File: src/rtl/seq_event_monitor_pkg.sv
// Shared FSM encoding and default parameters for the windowed event monitor.
package seq_event_monitor_pkg;

  typedef enum logic {
    IDLE  = 1'b0,
    COUNT = 1'b1
  } state_e;

  localparam int DEF_WIN_LEN = 16;
  localparam int DEF_CNT_W   = 8;
  localparam int DEF_THRESH  = 3;
  localparam int TMR_W       = 8;  // covers WIN_LEN up to 255

endpackage

File: src/rtl/seq_event_monitor_sat_counter.sv
// Saturating up-counter with synchronous active-low reset and synchronous clear.
module sat_counter #(
  parameter int CNT_W = 8
) (
  input  logic             clk,
  input  logic             rst,
  input  logic             clr,
  input  logic             inc,
  output logic [CNT_W-1:0] q
);

  logic [CNT_W-1:0] q_q, q_d;

  always_comb begin
    q_d = q_q;
    if (clr)                q_d = '0;
    else if (inc && !(&q_q)) q_d = q_q + CNT_W'(1);
  end

  always_ff @(posedge clk) begin
    if (!rst) q_q <= '0;
    else      q_q <= q_d;
  end

  assign q = q_q;

endmodule

File: src/rtl/seq_event_monitor.sv
// Counts upstream detector pulses over fixed windows and hands each window's
// count to a valid/ready consumer, flagging alarms and dropped results.
module seq_event_monitor
  import seq_event_monitor_pkg::*;
#(
  parameter int WIN_LEN = DEF_WIN_LEN,
  parameter int CNT_W   = DEF_CNT_W,
  parameter int THRESH  = DEF_THRESH
) (
  input  logic             clk,
  input  logic             rst,
  input  logic             en,
  input  logic             z_in,
  input  logic [1:0]       y_in,
  input  logic             clr,
  output logic             win_valid,
  input  logic             win_ready,
  output logic [CNT_W-1:0] win_count,
  output logic             alarm,
  output logic [1:0]       last_y,
  output logic             overrun
);

  localparam logic [TMR_W-1:0] TMR_LAST = TMR_W'(WIN_LEN - 1);

  state_e           state_q, state_d;
  logic [TMR_W-1:0] tmr_q, tmr_d;
  logic [CNT_W-1:0] run_cnt, fin_cnt;
  logic             cnt_clr, cnt_inc, win_end;
  logic             valid_q, alarm_q, ovr_q;
  logic [CNT_W-1:0] count_q;
  logic [1:0]       last_y_q;
  logic             load, drop, take;

  always_comb begin
    state_d = state_q;
    tmr_d   = tmr_q;
    cnt_clr = 1'b0;
    cnt_inc = 1'b0;
    win_end = 1'b0;
    case (state_q)
      IDLE: if (en) begin
        state_d = COUNT;
        tmr_d   = '0;
        cnt_clr = 1'b1;
      end
      COUNT: begin
        if (!en) begin
          state_d = IDLE;
          tmr_d   = '0;
          cnt_clr = 1'b1;
        end else if (tmr_q == TMR_LAST) begin
          // last-cycle event is folded into fin_cnt, counter restarts for the new window
          win_end = 1'b1;
          tmr_d   = '0;
          cnt_clr = 1'b1;
        end else begin
          tmr_d   = tmr_q + TMR_W'(1);
          cnt_inc = z_in;
        end
      end
      default: state_d = IDLE;
    endcase
  end

  always_ff @(posedge clk) begin
    if (!rst) begin
      state_q <= IDLE;
      tmr_q   <= '0;
    end else begin
      state_q <= state_d;
      tmr_q   <= tmr_d;
    end
  end

  sat_counter #(.CNT_W(CNT_W)) u_cnt (
    .clk (clk),
    .rst (rst),
    .clr (cnt_clr),
    .inc (cnt_inc),
    .q   (run_cnt)
  );

  assign fin_cnt = (&run_cnt) ? run_cnt : run_cnt + CNT_W'(z_in);
  assign take    = valid_q & win_ready;
  assign load    = win_end & (~valid_q | win_ready);
  assign drop    = win_end & valid_q & ~win_ready;

  always_ff @(posedge clk) begin
    if (!rst) begin
      valid_q  <= 1'b0;
      count_q  <= '0;
      alarm_q  <= 1'b0;
      ovr_q    <= 1'b0;
      last_y_q <= 2'b00;
    end else begin
      if (load) begin
        valid_q <= 1'b1;
        count_q <= fin_cnt;
        alarm_q <= (int'(fin_cnt) >= THRESH);
      end else if (take) begin
        valid_q <= 1'b0;
        alarm_q <= 1'b0;
      end
      if (drop)     ovr_q <= 1'b1;
      else if (clr) ovr_q <= 1'b0;
      if (z_in) last_y_q <= y_in;
    end
  end

  assign win_valid = valid_q;
  assign win_count = count_q;
  assign alarm     = alarm_q;
  assign overrun   = ovr_q;
  assign last_y    = last_y_q;

endmodule

File: config.mk
export PLATFORM = sky130hd
export DESIGN_NAME = seq_event_monitor
export DESIGN_NICKNAME = d
export VERILOG_FILES = /design/src/rtl/seq_event_monitor_pkg.sv /design/src/rtl/seq_event_monitor_sat_counter.sv /design/src/rtl/seq_event_monitor.sv
export SDC_FILE = /design/constraint.sdc
export NUM_CORES = 1
export LEC_CHECK = 0
export CORE_MARGIN = 2
export CORE_UTILIZATION = 58
export DETAILED_ROUTE_END_ITERATION = 7
export GPL_TIMING_DRIVEN = 0
export PLACE_DENSITY = 0.93
export SYNTH_ARGS = -nofsm -noshare
export SYNTH_HDL_FRONTEND = slang
export SYNTH_SLANG_ARGS = --single-unit
File: constraint.sdc
create_clock -name clk -period 3.3 [get_ports clk]
set_input_delay 0.66 -clock clk [delete_from_list [all_inputs] [get_ports clk]]
set_output_delay 0.66 -clock clk [all_outputs]
set_load 0.1 [all_outputs]
==> flow_summary_export.csv, run 1 <==
group,metric,value,unit
status,status,"finished clean",
power_and_ir_drop,pwr-share-comb,7.7,%
worst_setup_path,r2r_slack,1.38,ns
synth,ys_warn_count,0,
floorplanning,die-height,55.7,µm
drt,drtAntennaViolNets,0,
sta,fmax,396,MHz
drt,detail_route.wl_per_cell,14.5,µm
synth,synth_area_leaders,"dfxtp_1 (39%), nor2_1 (6.0%), a21oi_1 (5.5%)",
final_layout,antenna_cells,0,
synth,synth_edf_count,0,
cts,clock-sinks,30,
hold_path,hold_end,"win_count[7]$_SDFFE_PN0P_",
worst_setup_path,r2r-start,"u_cnt.q[1]$_SDFFE_PP0P_",
synth,yosysMostFrequentCell,"dfxtp_1",
sta,finalMaxSlewViolations,0,
cts,cts_buffers,5,
sta,fin_crit_sh,76.6,%
grt,first_global_vias,1411,
cts,clock_path_buffers,2,
sta,relSlewSlack,35.1,%
synth,ys_types,42,
final_layout,nFillCells,192,
cts,cts.clk_slew.worst_paths,0.10,ns
power_and_ir_drop,clkPwrFrac,35.4,%
worst_setup_path,path_delay_family,"buffers and inverters",
synth,synth_top_flop_cell,"dfxtp_1",
final_layout,final_nets,225,
worst_setup_path,path_cells,"clkdlybuf4s50_1",
grt,grt.total_usage,24.5,%
synth,synthTopCellsByCount,"dfxtp_1 (30), nor2_1 (25), a21oi_1 (17), nand2_1 (17), o21ai_0 (9)",
worst_setup_path,endpoint_kind,"primary output",
grt,gr-usage-met3,5.12,%
hold_path,hold_depth,2,
sta,finalSetupViolCount,0,
worst_setup_path,crit_fanout,3,
synth,ys_ff_latch,30,
drt,vias,1435,
power_and_ir_drop,leakage,0.666,nW
cts,root_buffer,"clkbuf_4",
sta,rsz0062_at_grt,"false",
drt,via_per_inst,5.88,
floorplanning,fp.coreArea,2500,µm²
sta,tightest_slew,0.970,ns
grt,grt_start_max_net_pins,11,
sta,layout_min_cycle_time,2.53,ns
job,max_cap_violations,0,
cts,clk_latency,0.34,ns
grt,gr-usage-met1,29.5,%
power_and_ir_drop,intPower,0.000485,W
sta,setup_tns,0,ns
worst_setup_path,crit_buf_inv,1,
synth,synthCells,186,
final_layout,area_growth_syn_to_layout,19.2,%
synth,yosysSeqAreaShare,38.7,%
grt,grt.busiest_layer,"met2",
power_and_ir_drop,pwr-share-seq,56.9,%
placed_design,gp_congestion,0.874,
grt,grt_pass1_wl,6000,µm
sta,fin_ws,0.774,ns
floorplanning,dieArea,3110,µm²
cts,ctsHoldBuffers,0,
floorplanning,start_util,62.1,%
drt,wirelength,3540,µm
power_and_ir_drop,ir_drop,0.303,mV
grt,grt-ovfl-total,0,
hold_path,hold_path.class,"flop to flop",
power_and_ir_drop,swShare,24.8,%
synth,syn_area,1550,µm²
cts,cts_resized,0,
placed_design,pre_cts_ws,0.651,ns
worst_setup_path,regToRegEndpoint,"u_cnt.q[5]$_SDFFE_PP0P_",
drt,firstDrtPassIters,4,
floorplanning,fp.dieW,55.7,µm
floorplanning,rows,18,
worst_setup_path,path_class,"flop to primary output",
placed_design,io_buffers,20,
floorplanning,io_pins,21,
cts,tritoncts,"done",
cts,htree_levels,2,
synth,syn_area_per_cell,8.35,µm²
drt,drc,0,
worst_setup_path,startpoint_type,"flop",
drt,drtIter0Drc,55,
final_layout,drive_gt1_share,11.7,%
synth,synthArstFlopShare,0,%
synth,yosysTopAreaCellShare,38.7,%
worst_setup_path,cp.arrival,1.87,ns
synth,yosys.area.top_type,"dfxtp_1",
power_and_ir_drop,powerDensity,348,nW/µm²
worst_setup_path,crit_slowest_cell,"clkdlybuf4s50_1",
placed_design,hpwl,2640,µm
power_and_ir_drop,p_switching,0.000160,W
grt,use_met2,40.6,%
worst_setup_path,critical_path.max_stage_delay,1.15,ns
cts,post_cts_buffers,0,
worst_setup_path,rr_worst_depth,6,
synth,syn_nets,198,
sta,hold_viol_final,0,
worst_setup_path,worstPathRequired,2.64,ns
grt,antenna_found_initial,0,
hold_path,min_from,"win_count[7]$_SDFFE_PN0P_",
sta,fin_worst_skew,0.0132,ns
## cells in the final DEF, fill, tap and decap left out, drive strengths merged, types with 3 or more instances in the layout
master,instances
a21oi,17
a31oi,3
and2,3
and3,8
buf,7
clkbuf,9
clkdlybuf4s50,20
dfxtp,30
ha,4
inv,3
mux2i,3
nand2,17
nand3,9
nand4,3
nor2,25
nor3,7
o211ai,3
o21ai,11
xnor2,7
## worst max-delay path by stage
stage / from / to / slack, ns / cells past startpoint
detailed placement: z_in / alarm$_SDFFE_PN0P_ / 0.65 / 7
floorplan: z_in / alarm$_SDFFE_PN0P_ / 1.45 / 6
CTS: win_valid$_SDFFE_PN0P_ / win_valid / 0.78 / 1
finish: win_valid$_SDFFE_PN0P_ / win_valid / 0.77 / 1
global placement: z_in / alarm$_SDFFE_PN0P_ / 0.69 / 7
global route: win_valid$_SDFFE_PN0P_ / win_valid / 0.75 / 1
## flip-flops by register name (all words and copies together), names as in the netlist
name	cells
win_valid	1
win_count	8
last_y	2
u_cnt.q	8
alarm	1
state_q	1
overrun	1
tmr_q	8
## area by class of cell
class	instances	area, µm²	share of cell area, %
tap	30	37.5	2.03
buffer	9	57.6	3.11
multi-input combinational	144	883	47.7
sequential	30	601	32.5
clock inverter	1	5.00	0.270
timing repair buffer	20	200	10.8
clock buffer	7	55.1	2.97
inverter	3	11.3	0.609
## stage by stage
step           hold slack (ns)  cells  cell area, µm²  power, W  util, %
4_1_cts                  0.464    244            1850  0.000648     74.0
5_1_grt                  0.483    244            1850  0.000661     74.0
2_1_floorplan            0.467    186            1550  0.000405        -
3_3_place_gp             0.439    236            1790  0.000422     71.6
6_report                 0.459    244            1850  0.000645     74.0
3_5_place_dp             0.453    236            1790  0.000424     71.6
## logic make-up (layout without fill, tap and decap cells)
family	count (synthesis)	count (layout)	share of synthesized area, %
mux	5	5	3.38
buf+inv	12	40	4.43
simple gates	84	84	28.2
flops	30	30	38.7
xor+xnor	7	7	3.95
compound gates	44	44	18.1
fa+ha+maj	4	4	3.22
## power groups by stage
stage	logic [W]	clock network (W)	registers (W)
after global placement	0.0000471	0	0.000375
after CTS	0.0000492	0.000233	0.000367
after floorplan	0.0000195	0	0.000385
final	0.0000496	0.000228	0.000367
after global routing	0.0000529	0.000241	0.000367
after detailed placement	0.0000489	0	0.000375
## metal layers
metal	up-vias	wire [µm]
met5	-	0
met4	0	76
met3	7	136
met2	25	1660
met1	680	1670
li1	723	-
(Power assumes the default switching activity.)
==> inputs of run 2 (changes only) <==
--- a/config.mk
+++ b/config.mk
@@ -6,10 +6,10 @@
 export NUM_CORES = 1
 export LEC_CHECK = 0
 export CORE_MARGIN = 2
-export CORE_UTILIZATION = 58
+export CORE_UTILIZATION = 54
 export DETAILED_ROUTE_END_ITERATION = 7
 export GPL_TIMING_DRIVEN = 0
-export PLACE_DENSITY = 0.93
+export PLACE_DENSITY = 0.88
 export SYNTH_ARGS = -nofsm -noshare
 export SYNTH_HDL_FRONTEND = slang
 export SYNTH_SLANG_ARGS = --single-unit
==> constraint.sdc (replaced) <==
create_clock -name clk -period 2.5 [get_ports clk]
set_input_delay 0.5 -clock clk [delete_from_list [all_inputs] [get_ports clk]]
set_output_delay 0.5 -clock clk [all_outputs]
set_load 0.1 [all_outputs]
==> run 2 against run 1 <==
Against the previous run: critical path type unchanged; flip-flop and latch count is the same; total power grew 32%; sequential share of layout area is essentially flat; register-to-register slack lost 0.77 ns; critical endpoint unchanged; clock power grew 32%; first-iteration DRC count grew 44%; highest routed layer unchanged; cell area is essentially flat.
==> flow_summary_export.csv, run 2 (same netlist as run 1, synthesis figures left out) <==
group,metric,value,unit
status,status,"finished clean",
grt,grt_pass1_wl,5950,µm
placed_design,gp_congestion,0.886,
final_layout,area_growth_syn_to_layout,19.3,%
sta,finalMaxSlewViolations,0,
worst_setup_path,crit_buf_inv,1,
floorplanning,rows,19,
worst_setup_path,r2r_slack,0.61,ns
drt,via_per_inst,5.96,
worst_setup_path,crit_fanout,3,
cts,clock-sinks,30,
worst_setup_path,r2r-start,"u_cnt.q[0]$_SDFFE_PP0P_",
worst_setup_path,path_delay_family,"buffers and inverters",
cts,clock_path_buffers,2,
cts,ctsHoldBuffers,0,
cts,cts_resized,0,
final_layout,regArea,601,µm²
floorplanning,dieArea,3320,µm²
final_layout,drive_gt1_share,11.7,%
grt,first_global_vias,1381,
placed_design,io_buffers,20,
worst_setup_path,path_class,"flop to primary output",
drt,vias,1459,
worst_setup_path,path_cells,"clkdlybuf4s50_1",
hold_path,hold_end,"win_count[7]$_SDFFE_PN0P_",
worst_setup_path,regToRegEndpoint,"alarm$_SDFFE_PN0P_",
drt,drtIter0Drc,79,
drt,wirelength,3370,µm
hold_path,hold_depth,2,
cts,root_buffer,"clkbuf_4",
drt,drtAntennaViolNets,0,
worst_setup_path,rr_worst_depth,6,
sta,layout_min_cycle_time,2.36,ns
cts,post_cts_buffers,0,
final_layout,nFillCells,235,
sta,setup_tns,0,ns
grt,grt.total_usage,22.8,%
worst_setup_path,startpoint_type,"flop",
drt,firstDrtPassIters,5,
final_layout,multiInputGateArea,883,µm²
drt,detail_route.wl_per_cell,13.7,µm
sta,finalSetupViolCount,0,
sta,fmax,424,MHz
power_and_ir_drop,powerDensity,458,nW/µm²
placed_design,hpwl,2440,µm
sta,fin_ws,0.144,ns
worst_setup_path,critical_path.max_stage_delay,1.15,ns
floorplanning,fp.dieW,57.6,µm
cts,clk_latency,0.34,ns
power_and_ir_drop,ir_drop,0.446,mV
floorplanning,fp.coreArea,2730,µm²
sta,hold_viol_final,0,
power_and_ir_drop,leakage,0.666,nW
worst_setup_path,worstPathRequired,2.00,ns
hold_path,hold_path.class,"flop to flop",
final_layout,antenna_cells,0,
worst_setup_path,endpoint_kind,"primary output",
grt,grt-ovfl-total,0,
sta,fin_worst_skew,0.00719,ns
final_layout,most-common-layout-cells,"dfxtp_1 (30), nor2_1 (25), clkdlybuf4s50_1 (20)",
worst_setup_path,crit_slowest_cell,"clkdlybuf4s50_1",
sta,relSlewSlack,34.6,%
cts,cts.clk_slew.worst_paths,0.09,ns
grt,antenna_found_initial,0,
final_layout,final_common_cell,"dfxtp_1",
floorplanning,io_pins,21,
floorplanning,die-height,57.6,µm
floorplanning,start_util,56.8,%
worst_setup_path,cp.arrival,1.86,ns
drt,drc,0,
cts,htree_levels,2,
cts,cts_buffers,5,
sta,tightest_slew,0.978,ns
final_layout,final_nets,225,
placed_design,pre_cts_ws,0.0261,ns
sta,fin_crit_sh,94.2,%
sta,rsz0062_at_grt,"false",
grt,grt_start_max_net_pins,11,
job,max_cap_violations,0,
cts,tritoncts,"done",
hold_path,min_from,"win_count[7]$_SDFFE_PN0P_",
-- run 2: cell counts in the layout (fill, tap and decap cells not counted) --
No cell type changed its count.
-- run 2: worst max-delay path by stage --
stage | startpoint | end | cells past startpoint
floorplan | win_valid$_SDFFE_PN0P_ | alarm$_SDFFE_PN0P_ | 5
global placement | z_in | alarm$_SDFFE_PN0P_ | 7
detailed placement | z_in | alarm$_SDFFE_PN0P_ | 7
CTS | win_valid$_SDFFE_PN0P_ | win_valid | 1
global route | win_valid$_SDFFE_PN0P_ | win_valid | 1
finish | win_valid$_SDFFE_PN0P_ | win_valid | 1
-- run 2: routing by layer --
layer,vias up,GRT usage (%),wire [µm]
li1,724,-,-
met1,695,26.6,1460
met2,32,38.5,1700
met3,8,7.14,144
met4,0,9.97,62
met5,-,0,0
-- run 2: cell type report --
class,instances,share of cell area (%)
multi-input combinational,144,47.7
sequential,30,32.4
timing repair buffer,20,10.8
buffer,9,3.11
clock buffer,7,2.97
tap,31,2.09
inverter,3,0.608
clock inverter,1,0.270
-- run 2: through the flow --
stage | hold WS, ns | utilization [%] | total power (W) | instance area (µm²) | std cells
6_report | 0.457 | 67.7 | 0.000849 | 1850 | 245
5_1_grt | 0.474 | 67.7 | 0.000880 | 1850 | 245
4_1_cts | 0.460 | 67.7 | 0.000859 | 1850 | 245
3_5_place_dp | 0.447 | 65.5 | 0.000559 | 1790 | 237
3_3_place_gp | 0.444 | 65.5 | 0.000557 | 1790 | 237
2_1_floorplan | 0.467 | - | 0.000534 | 1550 | 186
-- run 2: power by group --
group / leakage (nW) / internal [W] / total, W / switching, W
logic: 0.388 / 0.0000229 / 0.0000643 / 0.0000414
registers: 0.242 / 0.000481 / 0.000484 / 0.00000286
clock network: 0.0353 / 0.000136 / 0.000301 / 0.000165
total: 0.666 / 0.000640 / 0.000849 / 0.000209
==> inputs of run 3 (changes only) <==
--- a/config.mk
+++ b/config.mk
@@ -7,9 +7,11 @@
 export LEC_CHECK = 0
 export CORE_MARGIN = 2
 export CORE_UTILIZATION = 54
+export CTS_CLUSTER_SIZE = 12
 export DETAILED_ROUTE_END_ITERATION = 7
 export GPL_TIMING_DRIVEN = 0
 export PLACE_DENSITY = 0.88
+export SETUP_SLACK_MARGIN = 0.15
 export SYNTH_ARGS = -nofsm -noshare
 export SYNTH_HDL_FRONTEND = slang
 export SYNTH_SLANG_ARGS = --single-unit
==> run 3 against run 2 <==
Against the previous run: flip-flop and latch count stayed put; clock power hardly changed; worst hold slack hardly changed; fmax is 1.6% higher; non-clock buffer count stayed put; via count is 0.89% lower; die area stayed put; final cell count stayed put; routed wire length hardly changed; first-iteration DRC count is 13% lower.
==> flow_summary_export.csv, run 3 (same netlist as run 1, synthesis figures left out) <==
group,metric,value,unit
status,status,"finished clean",
cts,cts_buffers,5,
drt,detail_route.wl_per_cell,13.7,µm
grt,use_met2,38.5,%
floorplanning,fp.dieW,57.6,µm
sta,rsz0062_at_grt,"false",
cts,tritoncts,"done",
grt,grt.busiest_layer,"met2",
sta,relSlewSlack,34.6,%
worst_setup_path,crit_cells,1,
cts,ctsHoldBuffers,0,
worst_setup_path,r2r-start,"u_cnt.q[0]$_SDFFE_PP0P_",
grt,grt-ovfl-total,0,
drt,wirelength,3370,µm
sta,fin_crit_sh,92.8,%
worst_setup_path,worstPathRequired,2.00,ns
grt,grt_pass1_wl,5950,µm
final_layout,most-common-layout-cells,"dfxtp_1 (30), nor2_1 (25), a21oi_1 (17), nand2_1 (17), clkdlybuf4s50_1 (13)",
sta,finalMaxSlewViolations,0,
grt,gr-usage-met1,26.6,%
cts,htree_levels,2,
worst_setup_path,crit_slowest_cell,"clkdlybuf4s50_1",
job,max_cap_violations,0,
hold_path,min_from,"win_count[7]$_SDFFE_PN0P_",
worst_setup_path,path_class,"flop to primary output",
power_and_ir_drop,powerDensity,456,nW/µm²
floorplanning,die-height,57.6,µm
worst_setup_path,regToRegEndpoint,"alarm$_SDFFE_PN0P_",
worst_setup_path,critical_path.max_stage_delay,1.13,ns
grt,grt_start_max_net_pins,11,
placed_design,gp_congestion,0.886,
hold_path,hold_path.class,"flop to flop",
placed_design,io_buffers,20,
drt,drtAntennaViolNets,0,
drt,firstDrtPassIters,4,
grt,grt.total_usage,22.8,%
cts,clk_latency,0.34,ns
cts,clock-sinks,30,
final_layout,antenna_cells,0,
sta,fmax,431,MHz
final_layout,fin_area,1860,µm²
floorplanning,start_util,56.8,%
grt,first_global_vias,1381,
placed_design,place_area,1790,µm²
drt,drc,0,
worst_setup_path,path_cells,"clkdlybuf4s50_1",
worst_setup_path,crit_fanout,2,
sta,layout_min_cycle_time,2.32,ns
worst_setup_path,endpoint_kind,"primary output",
floorplanning,fp.coreArea,2730,µm²
worst_setup_path,r2r_slack,0.60,ns
cts,cts.clk_slew.worst_paths,0.09,ns
worst_setup_path,crit_start,"win_count[6]$_SDFFE_PN0P_",
cts,post_cts_buffers,0,
worst_setup_path,startpoint_type,"flop",
sta,setup_tns,0,ns
grt,gr-usage-met3,7.14,%
cts,clock_path_buffers,2,
placed_design,hpwl,2440,µm
sta,hold_viol_final,0,
worst_setup_path,path_delay_family,"buffers and inverters",
final_layout,area_growth_syn_to_layout,19.9,%
worst_setup_path,cp.arrival,1.82,ns
sta,fin_worst_skew,0.00689,ns
floorplanning,rows,19,
sta,tightest_slew,0.978,ns
drt,vias,1446,
power_and_ir_drop,ir_drop,0.447,mV
floorplanning,dieArea,3320,µm²
final_layout,final_nets,225,
grt,antenna_found_initial,0,
floorplanning,io_pins,21,
power_and_ir_drop,leakage,0.765,nW
final_layout,nFillCells,228,
final_layout,multiInputGateArea,883,µm²
drt,via_per_inst,5.90,
drt,drtIter0Drc,69,
worst_setup_path,rr_worst_depth,6,
sta,finalSetupViolCount,0,
final_layout,regArea,601,µm²
final_layout,final_common_cell,"dfxtp_1",
cts,root_buffer,"clkbuf_4",
final_layout,drive_gt1_share,11.7,%
worst_setup_path,crit_end,"win_count[6]",
worst_setup_path,crit_buf_inv,1,
==> run 3: cell count changes in the layout (fill, tap and decap cells not counted), sizes merged <==
cell	before	now
dlygate4sd2	0	2
clkdlybuf4s50	20	13
dlymetal6s2s	0	5
==> run 3: how the worst min path moves through the flow <==
stage,slack [ns],to,depth (start not counted)
3_3_place_gp,0.44,win_count[7]$_SDFFE_PN0P_,2
2_1_floorplan,0.47,tmr_q[2]$_SDFFE_PN0P_,2
4_1_cts,0.46,win_count[7]$_SDFFE_PN0P_,2
5_1_grt,0.47,win_count[7]$_SDFFE_PN0P_,2
6_report,0.46,win_count[7]$_SDFFE_PN0P_,2
3_5_place_dp,0.45,win_count[7]$_SDFFE_PN0P_,2
==> run 3: report_power, final <==
group          internal, W  switching (W)  leakage [nW]
clock network     0.000136       0.000165        0.0353
logic            0.0000221      0.0000415         0.487
registers         0.000481     0.00000279         0.242
total             0.000639       0.000210         0.765
==> run 3: layer usage <==
| metal | share of wire (%) | vias up |
|---|---|---|
| met4 | 1.7 | 0 |
| met1 | 43 | 688 |
| met2 | 51 | 29 |
| met5 | 0 | - |
| met3 | 4.2 | 6 |
| li1 | - | 723 |
==> run 3: what timing repair did <==
action | in CTS | in global routing
resized for setup | 2 | 5
endpoints found under the hold margin | 0 | 0
pin swaps | 0 | 0
setup endpoints to repair | 2 | 5
==> run 3: cell type report <==
cell class	instances	area share, %
Multi-Input combinational cell	144	47.4
Inverter	3	0.605
Timing Repair Buffer	20	11.3
Clock inverter	1	0.269
Sequential cell	30	32.3
Tap cell	31	2.08
Clock buffer	7	2.96
Buffer	9	3.09
==> run 3: stage by stage <==
step / total power, W / std cells / utilization (%) / setup slack, ns / hold WS [ns]
6_report: 0.000849 / 245 / 68.1 / 0.181 / 0.457
4_1_cts: 0.000859 / 245 / 67.6 / 0.167 / 0.460
3_3_place_gp: 0.000557 / 237 / 65.5 / 0.0806 / 0.444
2_1_floorplan: 0.000534 / 186 / - / 0.712 / 0.467
5_1_grt: 0.000879 / 245 / 68.1 / 0.152 / 0.474
3_5_place_dp: 0.000559 / 237 / 65.5 / 0.0261 / 0.447
